## config.mk

```make
export PLATFORM = sky130hd
export DESIGN_NAME = uart_msg_tx
export DESIGN_NICKNAME = d
export VERILOG_FILES = /design/src/rtl/uart_pkg.sv /design/src/rtl/uart_tx_byte.sv /design/src/rtl/uart_msg_tx.sv
export SDC_FILE = /design/constraint.sdc
export NUM_CORES = 1
export LEC_CHECK = 0
export BUFFER_PORTS_ARGS = -buffer_cell sky130_fd_sc_hd__buf_4
export CORE_UTILIZATION = 55
export DETAILED_ROUTE_END_ITERATION = 10
export GPL_TIMING_DRIVEN = 0
export PLACE_DENSITY = 0.85
export SYNTH_ARGS = -nofsm -noshare
export SYNTH_HDL_FRONTEND = slang
export SYNTH_SLANG_ARGS = --single-unit
```

## constraint.sdc

```tcl
create_clock -name clk -period 2.5 [get_ports clk]
set_clock_uncertainty 0.05 [all_clocks]
set_input_delay 0.25 -clock clk [delete_from_list [all_inputs] [get_ports clk]]
set_output_delay 0.25 -clock clk [all_outputs]
set_load 0.005 [all_outputs]
```

## src/rtl/uart_pkg.sv

```systemverilog
// Shared UART types and constants for the message transmitter.
// UART_MSG_TX_PARITY_EN selects the 11-bit frame with an even-parity bit after D7.
package uart_pkg;

  localparam int unsigned UART_DATA_W = 8;

  localparam logic UART_START_BIT = 1'b0;
  localparam logic UART_STOP_BIT  = 1'b1;

`ifdef UART_MSG_TX_PARITY_EN
  localparam int unsigned UART_FRAME_BITS = 11;
`else
  localparam int unsigned UART_FRAME_BITS = 10;
`endif

  typedef enum logic [2:0] {
    IDLE,
    FETCH,
    LOAD,
    SEND,
    DONE
  } uart_tx_state_t;

  // Complete line frame, bit 0 goes out first.
  function automatic logic [UART_FRAME_BITS-1:0] uart_frame(input logic [UART_DATA_W-1:0] data);
`ifdef UART_MSG_TX_PARITY_EN
    return {UART_STOP_BIT, ^data, data, UART_START_BIT};
`else
    return {UART_STOP_BIT, data, UART_START_BIT};
`endif
  endfunction

endpackage

```

## src/rtl/uart_tx_byte.sv

```systemverilog
// Single-byte UART serializer: baud counter, bit counter and frame shift register.
// Frame length follows UART_MSG_TX_PARITY_EN through uart_pkg.
module uart_tx_byte
  import uart_pkg::*;
#(
  parameter int unsigned CLKS_PER_BIT = 104
) (
  input  logic                   clk,
  input  logic                   rst_n,
  input  logic                   start,
  input  logic [UART_DATA_W-1:0] data,
  output logic                   TX,
  output logic                   frame_done
);

  localparam int unsigned BAUD_W = (CLKS_PER_BIT > 1) ? $clog2(CLKS_PER_BIT) : 1;
  localparam int unsigned BIT_W  = $clog2(UART_FRAME_BITS);

  localparam logic [BAUD_W-1:0] BAUD_LAST = BAUD_W'(CLKS_PER_BIT - 1);
  localparam logic [BAUD_W-1:0] BAUD_PRE  = BAUD_W'(CLKS_PER_BIT - 2);
  localparam logic [BIT_W-1:0]  BIT_LAST  = BIT_W'(UART_FRAME_BITS - 1);

  logic                       r_active;
  logic [BAUD_W-1:0]          r_baud;
  logic [BIT_W-1:0]           r_bit;
  logic [UART_FRAME_BITS-1:0] r_shift;
  logic                       r_frame_done;

  // Shift register refills with stop-level ones, so the line idles high after a frame.
  always_ff @(posedge clk) begin
    if (!rst_n) begin
      r_active     <= 1'b0;
      r_baud       <= '0;
      r_bit        <= '0;
      r_shift      <= '1;
      r_frame_done <= 1'b0;
    end else begin
      r_frame_done <= 1'b0;
      if (start) begin
        r_active <= 1'b1;
        r_baud   <= '0;
        r_bit    <= '0;
        r_shift  <= uart_frame(data);
      end else if (r_active) begin
        if (r_baud == BAUD_LAST) begin
          r_baud  <= '0;
          r_shift <= {UART_STOP_BIT, r_shift[UART_FRAME_BITS-1:1]};
          if (r_bit == BIT_LAST) begin
            r_active <= 1'b0;
          end else begin
            r_bit <= r_bit + BIT_W'(1);
          end
        end else begin
          r_baud <= r_baud + BAUD_W'(1);
        end
        // Registered one cycle early so the pulse lands on the last stop-bit cycle.
        if ((r_baud == BAUD_PRE) && (r_bit == BIT_LAST)) begin
          r_frame_done <= 1'b1;
        end
      end
    end
  end

  assign TX         = r_shift[0];
  assign frame_done = r_frame_done;

endmodule

```

## src/rtl/uart_msg_tx.sv

```systemverilog
// Message sequencer: reads msg_len bytes from BRAM at TXSTR_BASE and sends them as UART frames.
// Define UART_MSG_TX_PARITY_EN for 8E1 framing; default is 8N1.
module uart_msg_tx
  import uart_pkg::*;
#(
  parameter int unsigned WIDTH        = 8,
  parameter int unsigned LEN          = 256,
  parameter int unsigned TXSTR_BASE   = LEN / 2,
  parameter int unsigned CLKS_PER_BIT = 104,
  parameter int unsigned ADDR_W       = $clog2(LEN)
) (
  input  logic              clk,
  input  logic              rst_n,
  input  logic              msg_valid,
  input  logic [ADDR_W-1:0] msg_len,
  output logic [ADDR_W-1:0] addr,
  input  logic [WIDTH-1:0]  dout,
  output logic              busy,
  output logic              done,
  output logic              TX
);

  uart_tx_state_t    r_state;
  uart_tx_state_t    w_state_nxt;
  logic [ADDR_W-1:0] r_len;
  logic [ADDR_W-1:0] w_len_nxt;
  logic [ADDR_W-1:0] r_idx;
  logic [ADDR_W-1:0] w_idx_nxt;
  logic [ADDR_W-1:0] r_addr;
  logic [ADDR_W-1:0] w_addr_nxt;
  logic              r_busy;
  logic              r_done;
  logic              w_ser_start;
  logic              w_frame_done;
  logic              w_tx;

  always_ff @(posedge clk) begin
    if (!rst_n) begin
      r_state <= IDLE;
    end else begin
      r_state <= w_state_nxt;
    end
  end

  // Next state and datapath updates; addr only moves on entry to FETCH.
  always_comb begin
    w_state_nxt = r_state;
    w_len_nxt   = r_len;
    w_idx_nxt   = r_idx;
    w_addr_nxt  = r_addr;
    unique case (r_state)
      IDLE: begin
        if (msg_valid) begin
          w_len_nxt   = msg_len;
          w_idx_nxt   = '0;
          w_state_nxt = (msg_len == '0) ? DONE : FETCH;
        end
      end
      FETCH: w_state_nxt = LOAD;
      LOAD:  w_state_nxt = SEND;
      SEND: begin
        if (w_frame_done) begin
          w_idx_nxt   = r_idx + ADDR_W'(1);
          w_state_nxt = (w_idx_nxt == r_len) ? DONE : FETCH;
        end
      end
      DONE:    w_state_nxt = IDLE;
      default: w_state_nxt = IDLE;
    endcase
    if (w_state_nxt == FETCH) begin
      w_addr_nxt = ADDR_W'(TXSTR_BASE) + w_idx_nxt;
    end
  end

  always_ff @(posedge clk) begin
    if (!rst_n) begin
      r_len  <= '0;
      r_idx  <= '0;
      r_addr <= '0;
      r_busy <= 1'b0;
      r_done <= 1'b0;
    end else begin
      r_len  <= w_len_nxt;
      r_idx  <= w_idx_nxt;
      r_addr <= w_addr_nxt;
      r_busy <= (w_state_nxt != IDLE);
      r_done <= (w_state_nxt == DONE);
    end
  end

  // BRAM data is valid in LOAD, one cycle after addr was presented in FETCH.
  assign w_ser_start = (r_state == LOAD);

  uart_tx_byte #(
    .CLKS_PER_BIT(CLKS_PER_BIT)
  ) u_tx_byte (
    .clk       (clk),
    .rst_n     (rst_n),
    .start     (w_ser_start),
    .data      (UART_DATA_W'(dout)),
    .TX        (w_tx),
    .frame_done(w_frame_done)
  );

  assign addr = r_addr;
  assign busy = r_busy;
  assign done = r_done;
  assign TX   = w_tx;

endmodule

```

* After elaboration in Yosys (flattened, before gate mapping)
Cells that the tools add are included.
** Operators by class
- Muxes and demuxes :: 17
- Add/sub/neg operators :: 4
- Bitwise logic cells :: 3
- Reduce and logical (&&, ||, !) cells :: 11
- Equal/unequal tests :: 9
** Operators by type and width (number)
- $mux W9 :: 3
- $mux W8 :: 2
- $pmux W8 S2 :: 1
- $eq A7 B7 Y1 const B :: 2
- $mux W3 :: 4
- $pmux W3 S4 :: 1
- $add A8 B1 Y8 const B :: 1
- $add A8 B8 Y8 const A :: 1
- $eq A8 B8 Y1 :: 1
- $logic_not A8 Y1 :: 1
- $add A7 B1 Y7 const B :: 1
- $mux W7 :: 1
- $eq A3 B1 Y1 const B :: 2
- $eq A3 B2 Y1 const B :: 2
- $mux W1 :: 5
- $add A4 B1 Y4 const B :: 1
- $eq A4 B4 Y1 const B :: 1
- $reduce_and A2 Y1 :: 2
- $reduce_bool A2 Y1 :: 2
- $eq A3 B3 Y1 const B :: 1
- $logic_not A3 Y1 :: 1
- $not A1 Y1 :: 3
- $reduce_and A3 Y1 :: 1
- $reduce_bool A3 Y1 :: 1
- 3 further kinds :: 3
** Storage, ports and cells
- Bits of input ports :: 19
- Logic and storage cells :: 55
- Flip-flop bits (word level) :: 51

* Longest topological paths before layout
Gate-level depths: netlist of run 1.
- Word-level depth :: 6
- Depth in mapped cells :: 7
- Mapped depth without buffers :: 6

* Hierarchy
From an unflattened synthesis of run 1, not the netlist that was laid out.
** Second synthesis, totals
- Cells, all modules :: 300
- Area, all modules :: 2667.6 µm²
** By module, submodules not included
- uart_msg_tx :: area each 1591.5 µm², cells each 178, instances 1
- uart_tx_byte :: area each 1076.0 µm², cells each 122, instances 1

* Least setup slack after synthesis of run 1
OpenSTA, ideal clock, no wires.
- Kind :: flip-flop to flip-flop
- Start :: register r_idx[0]
- End :: register r_addr[1], in the netlist addr[1]
- Stages on the path, launching flop included :: 7
- Setup slack :: 0.506 ns
- Data required time :: 2.329 ns
- Path buffers :: 0
- Arrival :: 1.824 ns
- Cells stage by stage :: dfxtp_1 -> ha_1 -> and3_1 -> a211oi_2 -> o32ai_4 -> a31oi_4 -> mux2_2
** Between the ends
- Longest elaborated chain between the ends :: 6
- Elaborated cells between the ends (all ways) :: 10
- Classes of those cells :: add/sub (2); eq/ne (2); mux (6)
** Ends and longest elaborated chain
- start: declaration :: line uart_msg_tx.sv:27 : logic [ADDR_W-1:0] r_idx;
- start signal: assignment :: line uart_msg_tx.sv:84 : r_idx <= w_idx_nxt;
- $add A8 B1 Y8 :: line uart_msg_tx.sv:63 : w_idx_nxt = r_idx + ADDR_W'(1);
- $eq A8 B8 Y1 :: line uart_msg_tx.sv:64 : w_state_nxt = (w_idx_nxt == r_len) ? DONE : FETCH;
- $mux W3 :: line uart_msg_tx.sv:64
- $mux W3 :: line uart_msg_tx.sv:62 : if (w_frame_done) begin
- $pmux W3 S4 :: line uart_msg_tx.sv:51 : unique case (r_state)
- $eq A3 B1 Y1 :: line uart_msg_tx.sv:70 : if (w_state_nxt == FETCH) begin
- end signal: assignment :: line uart_msg_tx.sv:85 : r_addr <= w_addr_nxt;
- end: declaration :: line uart_msg_tx.sv:29 : logic [ADDR_W-1:0] r_addr;
Parallel ways exist; a longest one is shown, timed or not.
A chain may end at the register's enable or synchronous reset.

* Final worst setup path of run 1
- Start :: register r_idx[0]
- End :: register r_addr[5], in the netlist addr[5]
Same word-level chain as after synthesis.

==> flow_summary_export.csv, run 1 <==
group,metric,value,unit
outcome,outcome,"finished with violations",
outcome,violations,"DRC",
worst_hold_path,whs_endpoint,"busy",
pwr,ir_worst_vdd,296.2,µV
clock_tree,path_clk_slew,90,ps
synthesis,ys_types,53,
critical_path,rr_startpoint,"r_idx[0]",
floorplan,die_h,70.48,µm
global_routing,grtUsageTotal,22.55,%
finish,n_antenna_cell,0,
finish,final_nets,347,
finish,stdcell_count,376,
finish,n_fill_cell,363,
critical_path,crit_slowest_cell,"mux2_2",
global_routing,grt_pass1_wl,8.790,mm
critical_path,start_kind,"flop",
critical_path,ff2ff_setup_slack,280,ps
pwr,p_total,1.553,mW
drt,drt-total-wl,5.236,mm
global_routing,grt_pass1_vias,1975,
finish,syn_to_final_growth,14.27,%
synthesis,synth_area,0.002579,mm²
global_routing,grt_max_degree,16,
clock_tree,cts_buffer_depth,2,
drt,ant_nets,0,
global_routing,antenna_found_initial,0,
pwr,switching_share,26.42,%
pwr,power.switching,410.5,µW
synthesis,synth_cells,287,
floorplan,die_area,0.004967,mm²
run,drv_cap,0,
sta,final.setup.tns,0,ps
pwr,pwr-share-comb,14.0,%
global_routing,grt_remaining_overflow,0,
drt,post_drt_wl_per_cell,13.93,µm
critical_path,timing.rr.end,"addr[5]",
sta,slew_headroom,57.21,%
placed_design,port_buffers,29,
finish,layout-drive-gt1-share,19.75,%
sta,tightest_slew,639.1,ps
sta,finalMaxSlewViolations,0,
floorplan,die_w,70.48,µm
critical_path,max_stage_delay,380,ps
pwr,power_frac_seq,55.8,%
floorplan,num_rows,24,
sta,setup_violations,0,
placed_design,place_hpwl,3.793,mm
clock_tree,cts_tree,"yes",
worst_hold_path,holdPathStages,2,
worst_hold_path,hold_class,"in -> reg",
drt,num_vias,2101,
sta,fmax,0.4512,GHz
synthesis,ys_warn_count,0,
drt,viasPerCell,5.588,
clock_tree,cts_root_buf,"clkbuf_8",
sta,min_period,2216,ps
synthesis,async_flop_share,0,%
synthesis,syn_area_per_cell,8.985,µm²
drt,first_iter_violations,143,
synthesis,synth_fp_nets,311,
sta,final-hold-violation-count,0,
clock_tree,post_cts_buffers,0,
floorplan,core,0.004444,mm²
critical_path,required,2650,ps
clock_tree,postCtsResizedCells,0,
placed_design,gp_congestion,0.8795,
sta,rsz0062_at_grt,"no",
clock_tree,cts_sinks,51,
critical_path,crit_path_end_kind,"flop",
critical_path,path_max_fanout,8,
synthesis,ys_seq_area_share,39.59,%
clock_tree,clk-insertion-delay-late,310,ps
synthesis,synth_edf_count,0,
sta,period_share,88.64,%
placed_design,dpl-instance-area,0.002861,mm²
pwr,clkPwrFrac,30.2,%
clock_tree,ctsHoldBuffers,0,
critical_path,rr_worst_depth,6,
finish,stdcell_area,0.002947,mm²
critical_path,path_class,"reg -> reg",
critical_path,crit_arrival,2360,ps
pwr,p_per_area,527.2,mW/mm²
pwr,p_int,1.143,mW
drt,dr.pass1.iters,7,
synthesis,synth-seq-cells,51,
synthesis,synth_top_flop_cell,"dfxtp_1",
floorplan,io_pins,30,
worst_hold_path,hold_start,"msg_valid",
critical_path,path_cells,"ha_1 > and3_1 > a211oi_2 > o32ai_4 > a31oi_4 > mux2_2",
pwr,power.leakage,1.214,nW
drt,drc,4,
placed_design,dpl.cell_count,368,
clock_tree,htree_levels,2,
floorplan,start_util,58.02,%
clock_tree,cts_buffers,5,
[Yosys cell counts, drive strengths merged (3+ instances only)]
cell type / count / area (µm²)
nand3b: 3 / 22.52
o21a: 7 / 52.55
clkbuf: 7 / 26.28
mux2: 6 / 67.56
nor2: 28 / 112.6
nor3: 3 / 15.01
dfxtp: 51 / 1021
nor4: 3 / 33.78
and2: 8 / 51.30
mux2i: 3 / 30.03
and3: 10 / 63.81
a21boi: 13 / 97.59
nand4: 5 / 31.28
o21ai: 15 / 75.07
nor2b: 3 / 18.77
xnor2: 10 / 87.58
a31oi: 6 / 52.55
ha: 5 / 62.56
nand2: 43 / 161.4
inv: 4 / 15.01
nand3: 10 / 50.05
xor2: 8 / 70.07
buf: 10 / 97.59
[worst max-delay path by stage]
stage	startpoint	end	slack, ps	depth (start not counted)
2_1_floorplan	r_idx[0]	addr[1]	510	6
3_3_place_gp	r_idx[0]	addr[1]	340	6
3_5_place_dp	r_idx[0]	addr[3]	280	6
5_1_grt	r_idx[0]	addr[4]	180	6
6_report	r_idx[0]	addr[5]	280	6
4_1_cts	r_idx[0]	addr[6]	260	6
[flip-flops by register name, summed over array words and instances (netlist names)]
register	flops
u_tx_byte.r_bit	4
u_tx_byte.r_active	1
r_state	3
addr	8
r_len	8
u_tx_byte.frame_done	1
r_idx	8
u_tx_byte.r_shift	9
busy	1
u_tx_byte.r_baud	7
done	1
[cells by family after synthesis]
group           count (synthesis)  share of synthesized area [%]
compound gates                 55                          16.21
flops                          51                          39.59
xor+xnor                       18                          6.113
buf+inv                        21                          5.386
fa+ha+maj                       5                          2.426
simple gates                  128                          26.49
mux                             9                          3.784
[power by group through the flow]
stage / Combinational (mW) / Sequential [mW] / Clock [mW]
6_report: 0.218 / 0.867 / 0.468
5_1_grt: 0.240 / 0.871 / 0.507
4_1_cts: 0.218 / 0.867 / 0.480
3_5_place_dp: 0.216 / 0.885 / 0
3_3_place_gp: 0.211 / 0.884 / 0
2_1_floorplan: 0.150 / 0.881 / 0
[placed cells by master (no fill, tap or decap), types with 3 or more instances in the layout]
cell,count
xnor2_1,10
nor2b_1,3
a31oi_1,5
dfxtp_1,51
ha_1,5
clkbuf_8,5
and3_1,9
buf_4,31
mux2i_1,3
nor3_1,3
buf_6,7
nand3b_1,3
o21ai_0,15
xor2_1,8
and2_1,7
o21a_1,7
clkbuf_1,8
a21boi_0,13
nand2_1,43
nand4_1,5
nor2_1,27
inv_1,4
nand3_1,10
mux2_2,6
[area by class of cell]
type / instances / area, µm² / area share (%)
tap: 52 / 65.06 / 2.208
inverter: 4 / 15.01 / 0.5096
clock inverter: 2 / 12.51 / 0.4246
sequential: 51 / 1021 / 34.65
buffer: 17 / 123.9 / 4.204
clock buffer: 6 / 72.57 / 2.463
multi-input combinational: 215 / 1419 / 48.15
timing repair buffer: 29 / 217.7 / 7.389
[metal layers]
| metal | global-route usage [%] | up-vias | routed length, µm |
|---|---|---|---|
| li1 | - | 1071 | - |
| met1 | 28.70 | 988 | 2509 |
| met2 | 37.43 | 36 | 2461 |
| met3 | 5.339 | 6 | 197 |
| met4 | 7.483 | 0 | 68 |
| met5 | 0 | - | 0 |
[worst max-delay path: cells and delay by family (launching register included)]
family                   cells  cell delay [ps]
AND/OR/NAND/NOR              1              270
adder cells (fa/ha/maj)      1              290
flip-flops                   1              360
multiplexers                 1              380
AO/OA/AOI/OAI                3              760
[per-stage QoR]
stage	utilization (%)	hold slack [ps]	worst slack, ps
finish	66.30	114.8	283.9
global route	66.30	113.9	183.9
CTS	66.30	103.6	260.2
detailed placement	64.39	402.1	275.3
global placement	64.39	396.2	336.7
floorplan	-	317.9	505.6
Note: power is estimated with default switching activity, not from simulation.
==> run 2: changes to the inputs <==
CORE_UTILIZATION = 58   (was 55)
PLACE_DENSITY = 0.88   (was 0.85)
==> flow_summary_export.csv, run 2 (synthesis results as in run 1) <==
group,metric,value,unit
placed_design,gp_congestion,0.8044,
drt,viasPerCell,5.777,
clock_tree,clk-insertion-delay-late,310,ps
outcome,outcome,"completed",
global_routing,grt_remaining_overflow,0,
finish,final_nets,347,
sta,fmax,0.4508,GHz
clock_tree,cts_buffers,5,
critical_path,critPathLaunch,"r_idx[0]",
drt,drc,0,
sta,min_period,2218,ps
global_routing,grtUsageTotal,26.17,%
floorplan,io_pins,30,
clock_tree,post_cts_buffers,0,
sta,period_share,88.73,%
clock_tree,cts_root_buf,"clkbuf_8",
sta,setup_violations,0,
placed_design,dpl-instance-area,0.002859,mm²
critical_path,start_kind,"flop",
clock_tree,cts_tree,"yes",
clock_tree,path_clk_slew,90,ps
floorplan,start_util,62.23,%
floorplan,core,0.004144,mm²
finish,n_antenna_cell,0,
finish,utilization,71.11,%
placed_design,port_buffers,29,
floorplan,num_rows,23,
placed_design,place_hpwl,3.864,mm
critical_path,path_max_fanout,8,
drt,drt-total-wl,5.365,mm
drt,ant_nets,0,
drt,dr.pass1.iters,5,
finish,largest_reg_flops,9,
sta,finalMaxSlewViolations,0,
sta,timing.hold.ws,111.0,ps
sta,final-hold-violation-count,0,
sta,final.setup.tns,0,ps
drt,post_drt_wl_per_cell,14.38,µm
pwr,p_int,1.164,mW
worst_hold_path,hold_class,"in -> reg",
finish,stdcell_area,0.002947,mm²
clock_tree,ctsHoldBuffers,0,
critical_path,required,2650,ps
critical_path,path_class,"reg -> reg",
clock_tree,cts_buffer_depth,2,
global_routing,antenna_found_initial,0,
clock_tree,postCtsResizedCells,0,
drt,first_iter_violations,109,
finish,n_fill_cell,342,
finish,final_common_cell,"dfxtp_1",
worst_hold_path,hold_start,"msg_valid",
sta,tightest_slew,716.0,ps
pwr,switching_share,25.69,%
floorplan,die_h,68.68,µm
global_routing,grt_pass1_vias,2026,
pwr,power.leakage,1.219,nW
clock_tree,cts_sinks,51,
floorplan,die_area,0.004717,mm²
finish,syn_to_final_growth,14.27,%
pwr,p_per_area,531.8,mW/mm²
global_routing,grt_max_degree,15,
finish,final_cell_mix,"dfxtp_1 (51), nand2_1 (43), buf_4 (31)",
pwr,clkPwrFrac,30.7,%
critical_path,rr_startpoint,"r_idx[0]",
finish,layout-drive-gt1-share,19.81,%
critical_path,crit_path_end_kind,"flop",
floorplan,die_w,68.68,µm
critical_path,crit_arrival,2370,ps
pwr,power.switching,402.5,µW
drt,num_vias,2155,
finish,regMostFlops,"u_tx_byte.r_shift",
pwr,pwr-share-comb,13.9,%
pwr,power_frac_seq,55.3,%
run,drv_cap,0,
sta,slew_headroom,51.83,%
global_routing,grt_pass1_wl,9.073,mm
sta,rsz0062_at_grt,"no",
pwr,ir_worst_vdd,350.8,µV
clock_tree,htree_levels,2,
-- run 2: power by group through the flow --
stage,clock network [mW],registers (mW),logic [mW]
finish,0.482,0.867,0.218
global route,0.518,0.870,0.241
CTS,0.490,0.867,0.219
detailed placement,0,0.886,0.217
global placement,0,0.884,0.209
floorplan,0,0.881,0.150
-- run 2: critical path, cell delays in order (launching register included) --
cell      delay, ps
dfxtp_1         410
ha_1            310
a31oi_1         180
a211oi_2        310
o32ai_4         160
a31oi_4         320
mux2_2          380
-- run 2: path summary, 6_finish.rpt --
kind | cells after the start | end | slack, ps
max | 6 | addr[1] | 280
min | 2 | busy | 110
max reg2reg | 6 | addr[1] | 280
min reg2reg | 2 | addr[0] | 420
-- run 2: routing by layer --
metal  up-vias  GRT usage, %  wire (µm)
li1       1075             -          -
met1      1018         34.58       2460
met2        55         41.79       2519
met3         7         4.934        311
met4         0         10.42         74
met5         -             0          0
-- run 2: area by class of cell --
cell class | count | area [µm²] | area share, %
flip-flops and latches | 51 | 1021 | 34.65
plain buffers | 17 | 123.9 | 4.204
inverters | 4 | 15.01 | 0.5096
clock buffers | 6 | 82.58 | 2.803
repair buffers | 29 | 217.7 | 7.389
multi-input cells | 215 | 1419 | 48.15
well taps | 50 | 62.56 | 2.123
clock inverters | 1 | 5.005 | 0.1699
-- run 2: through the flow --
step           cells  setup slack, ps  total power, mW
2_1_floorplan    287            505.6            1.031
3_3_place_gp     366            344.4            1.092
5_1_grt          373            111.5            1.629
6_report         373            281.8            1.567
3_5_place_dp     366            305.8            1.102
4_1_cts          373            280.9            1.575
==> run 3: changes to the inputs <==
ABC_AREA = 1   (was unset)
CORE_ASPECT_RATIO = 1.2   (was unset)
CORE_UTILIZATION = 57   (was 58)
PLACE_DENSITY = 0.87   (was 0.88)
==> flow_summary_export.csv, run 3 <==
group,metric,value,unit
outcome,outcome,"completed",
finish,final_cell_mix,"nand2_1 (72), nor2_1 (58), dfxtp_1 (51)",
critical_path,rr_startpoint,"r_idx[0]",
sta,timing.hold.ws,159.2,ps
sta,period_share,84.51,%
synthesis,synth_top_family_by_area,"simple AND/OR/NAND/NOR gates",
sta,final-hold-violation-count,0,
clock_tree,cts_tree,"yes",
synthesis,ys_seq_area_share,41.11,%
floorplan,core,0.004066,mm²
critical_path,crit_family,"simple AND/OR/NAND/NOR gates",
drt,first_iter_violations,92,
pwr,ir_worst_vdd,587.9,µV
worst_hold_path,hold_class,"in -> reg",
critical_path,path_common_cell,"nor2_1",
floorplan,num_rows,25,
floorplan,io_pins,30,
synthesis,synth_fp_nets,383,
critical_path,path_max_fanout,10,
finish,final_nets,419,
synthesis,synthTopCellsByCount,"nand2_1 (72), nor2_1 (58), dfxtp_1 (51), inv_1 (46), nand3_1 (35)",
synthesis,synth_edf_count,0,
global_routing,grt_pass1_vias,2277,
clock_tree,cts_buffers,5,
critical_path,endpoint,"addr[1]",
synthesis,synth_top_flop_cell,"dfxtp_1",
clock_tree,ctsHoldBuffers,0,
placed_design,port_buffers,29,
drt,ant_nets,0,
critical_path,timing.rr.end,"addr[1]",
run,drv_cap,0,
global_routing,grt_pass1_wl,9.004,mm
synthesis,synthDominantCellAreaShare,41.11,%
sta,setup_violations,0,
clock_tree,htree_levels,2,
finish,utilization,70.34,%
synthesis,synth_compound_area_share,12.04,%
critical_path,max_stage_delay,450,ps
sta,fmax,0.4733,GHz
synthesis,async_flop_share,0,%
critical_path,critPathLaunch,"r_idx[0]",
clock_tree,cts_sinks,51,
global_routing,antenna_found_initial,0,
finish,regMostFlops,"u_tx_byte.r_shift",
floorplan,start_util,61.08,%
synthesis,ys_types,31,
sta,fin_ws,387.3,ps
sta,finalMaxSlewViolations,0,
sta,min_period,2113,ps
global_routing,grtUsageTotal,24.44,%
critical_path,crit_path_end_kind,"flop",
drt,drc,0,
critical_path,path_cells,"ha_1 > nand3_1 > nor2_1 > nand2_1 > nand2_1 > nor2_1 > nor2_1 > nand3_1 > nand2_1 > nand2_2 > buf_6 > a21oi_1 > nor2_1",
clock_tree,clk-insertion-delay-late,300,ps
synthesis,yosys-mux-area-fraction,0,%
critical_path,crit_slowest_cell,"dfxtp_1",
critical_path,cp.depth,13,
drt,dr.pass1.iters,4,
drt,drt-total-wl,5.251,mm
drt,num_vias,2395,
clock_tree,postCtsResizedCells,0,
critical_path,start_kind,"flop",
synthesis,synth_cells,359,
finish,largest_reg_flops,9,
sta,tightest_slew,447.0,ps
pwr,p_total,1.720,mW
sta,slew_headroom,70.20,%
floorplan,die_area,0.004627,mm²
drt,viasPerCell,5.334,
synthesis,synth-seq-cells,51,
placed_design,post-place-ws,408.1,ps
placed_design,gp_congestion,0.8556,
global_routing,grt_max_degree,16,
critical_path,ff2ff_setup_slack,390,ps
sta,rsz0062_at_grt,"no",
synthesis,yosysMostFrequentCell,"nand2_1",
synthesis,synth_largest_area_cell,"dfxtp_1",
synthesis,synth_fa_ha_area_share,2.519,%
global_routing,grt_remaining_overflow,0,
clock_tree,post_cts_buffers,0,
clock_tree,path_clk_slew,90,ps
synthesis,synth_area,0.002484,mm²
pwr,power.leakage,1.250,nW
synthesis,ys_warn_count,0,
finish,final_common_cell,"nand2_1",
clock_tree,cts_root_buf,"clkbuf_8",
floorplan,die_w,62.26,µm
finish,n_antenna_cell,0,
floorplan,die_h,74.31,µm
synthesis,synth_xor_xnor_area_share,0.7053,%
placed_design,place_hpwl,3.996,mm
finish,layout-drive-gt1-share,12.66,%
critical_path,path_class,"reg -> reg",
pwr,p_per_area,601.2,mW/mm²
synthesis,yosys-top-cells-area,"dfxtp_1 (41%), nand2_1 (11%), nor2_1 (8.8%)",
critical_path,rr_worst_depth,13,
synthesis,yosys.area_share.simple,33.25,%
clock_tree,cts_buffer_depth,2,
finish,syn_to_final_growth,15.16,%
sta,final.setup.tns,0,ps
critical_path,required,2650,ps
synthesis,syn_area_per_cell,6.918,µm²
drt,post_drt_wl_per_cell,11.69,µm
critical_path,crit_arrival,2270,ps
critical_path,timing.critical_path.buf_inv,1,
run 3: area by class of cell:
cell class	instances	area, µm²
clock inverter	1	8.758
multi-input combinational	251	1205
inverter	48	180.2
clock buffer	6	82.58
tap	54	67.56
timing repair buffer	29	217.7
fill	355	1206
buffer	9	77.57
sequential	51	1021
run 3: worst min-delay path, cell delays in order:
cell and delay, ps:
buf_4 80, o21bai_1 70, nand3_1 80
run 3: layer usage:
layer / wire, µm / GRT usage [%]
met1: 2147 / 24.79
met2: 2826 / 48.23
met3: 161 / 5.061
met4: 114 / 11.89
met5: 0 / 0
run 3: worst min path at each step:
stage	start	end	slack (ps)	cells after the start
floorplan	dout[7]	u_tx_byte.r_shift[8]	340	2
global placement	u_tx_byte.r_shift[7]	u_tx_byte.r_shift[7]	390	2
detailed placement	u_tx_byte.r_shift[0]	u_tx_byte.r_shift[0]	410	2
CTS	dout[7]	u_tx_byte.r_shift[8]	160	3
global route	dout[7]	u_tx_byte.r_shift[8]	170	3
finish	dout[7]	u_tx_byte.r_shift[8]	160	3
run 3: logic make-up after synthesis:
group / count (synthesis)
compound gates: 53
xor+xnor: 2
fa+ha+maj: 5
buf+inv: 57
flops: 51
simple gates: 191
run 3: report_power, final:
group          switching (mW)  internal (mW)  total [mW]
Sequential             0.0369          0.876       0.913
Clock                   0.262          0.223       0.485
Combinational           0.177          0.145       0.322
run 3: metrics by stage:
stage	instance area, µm²	std cells
2_1_floorplan	2484	359
3_3_place_gp	2769	442
3_5_place_dp	2769	442
4_1_cts	2860	449
5_1_grt	2860	449
6_report	2860	449
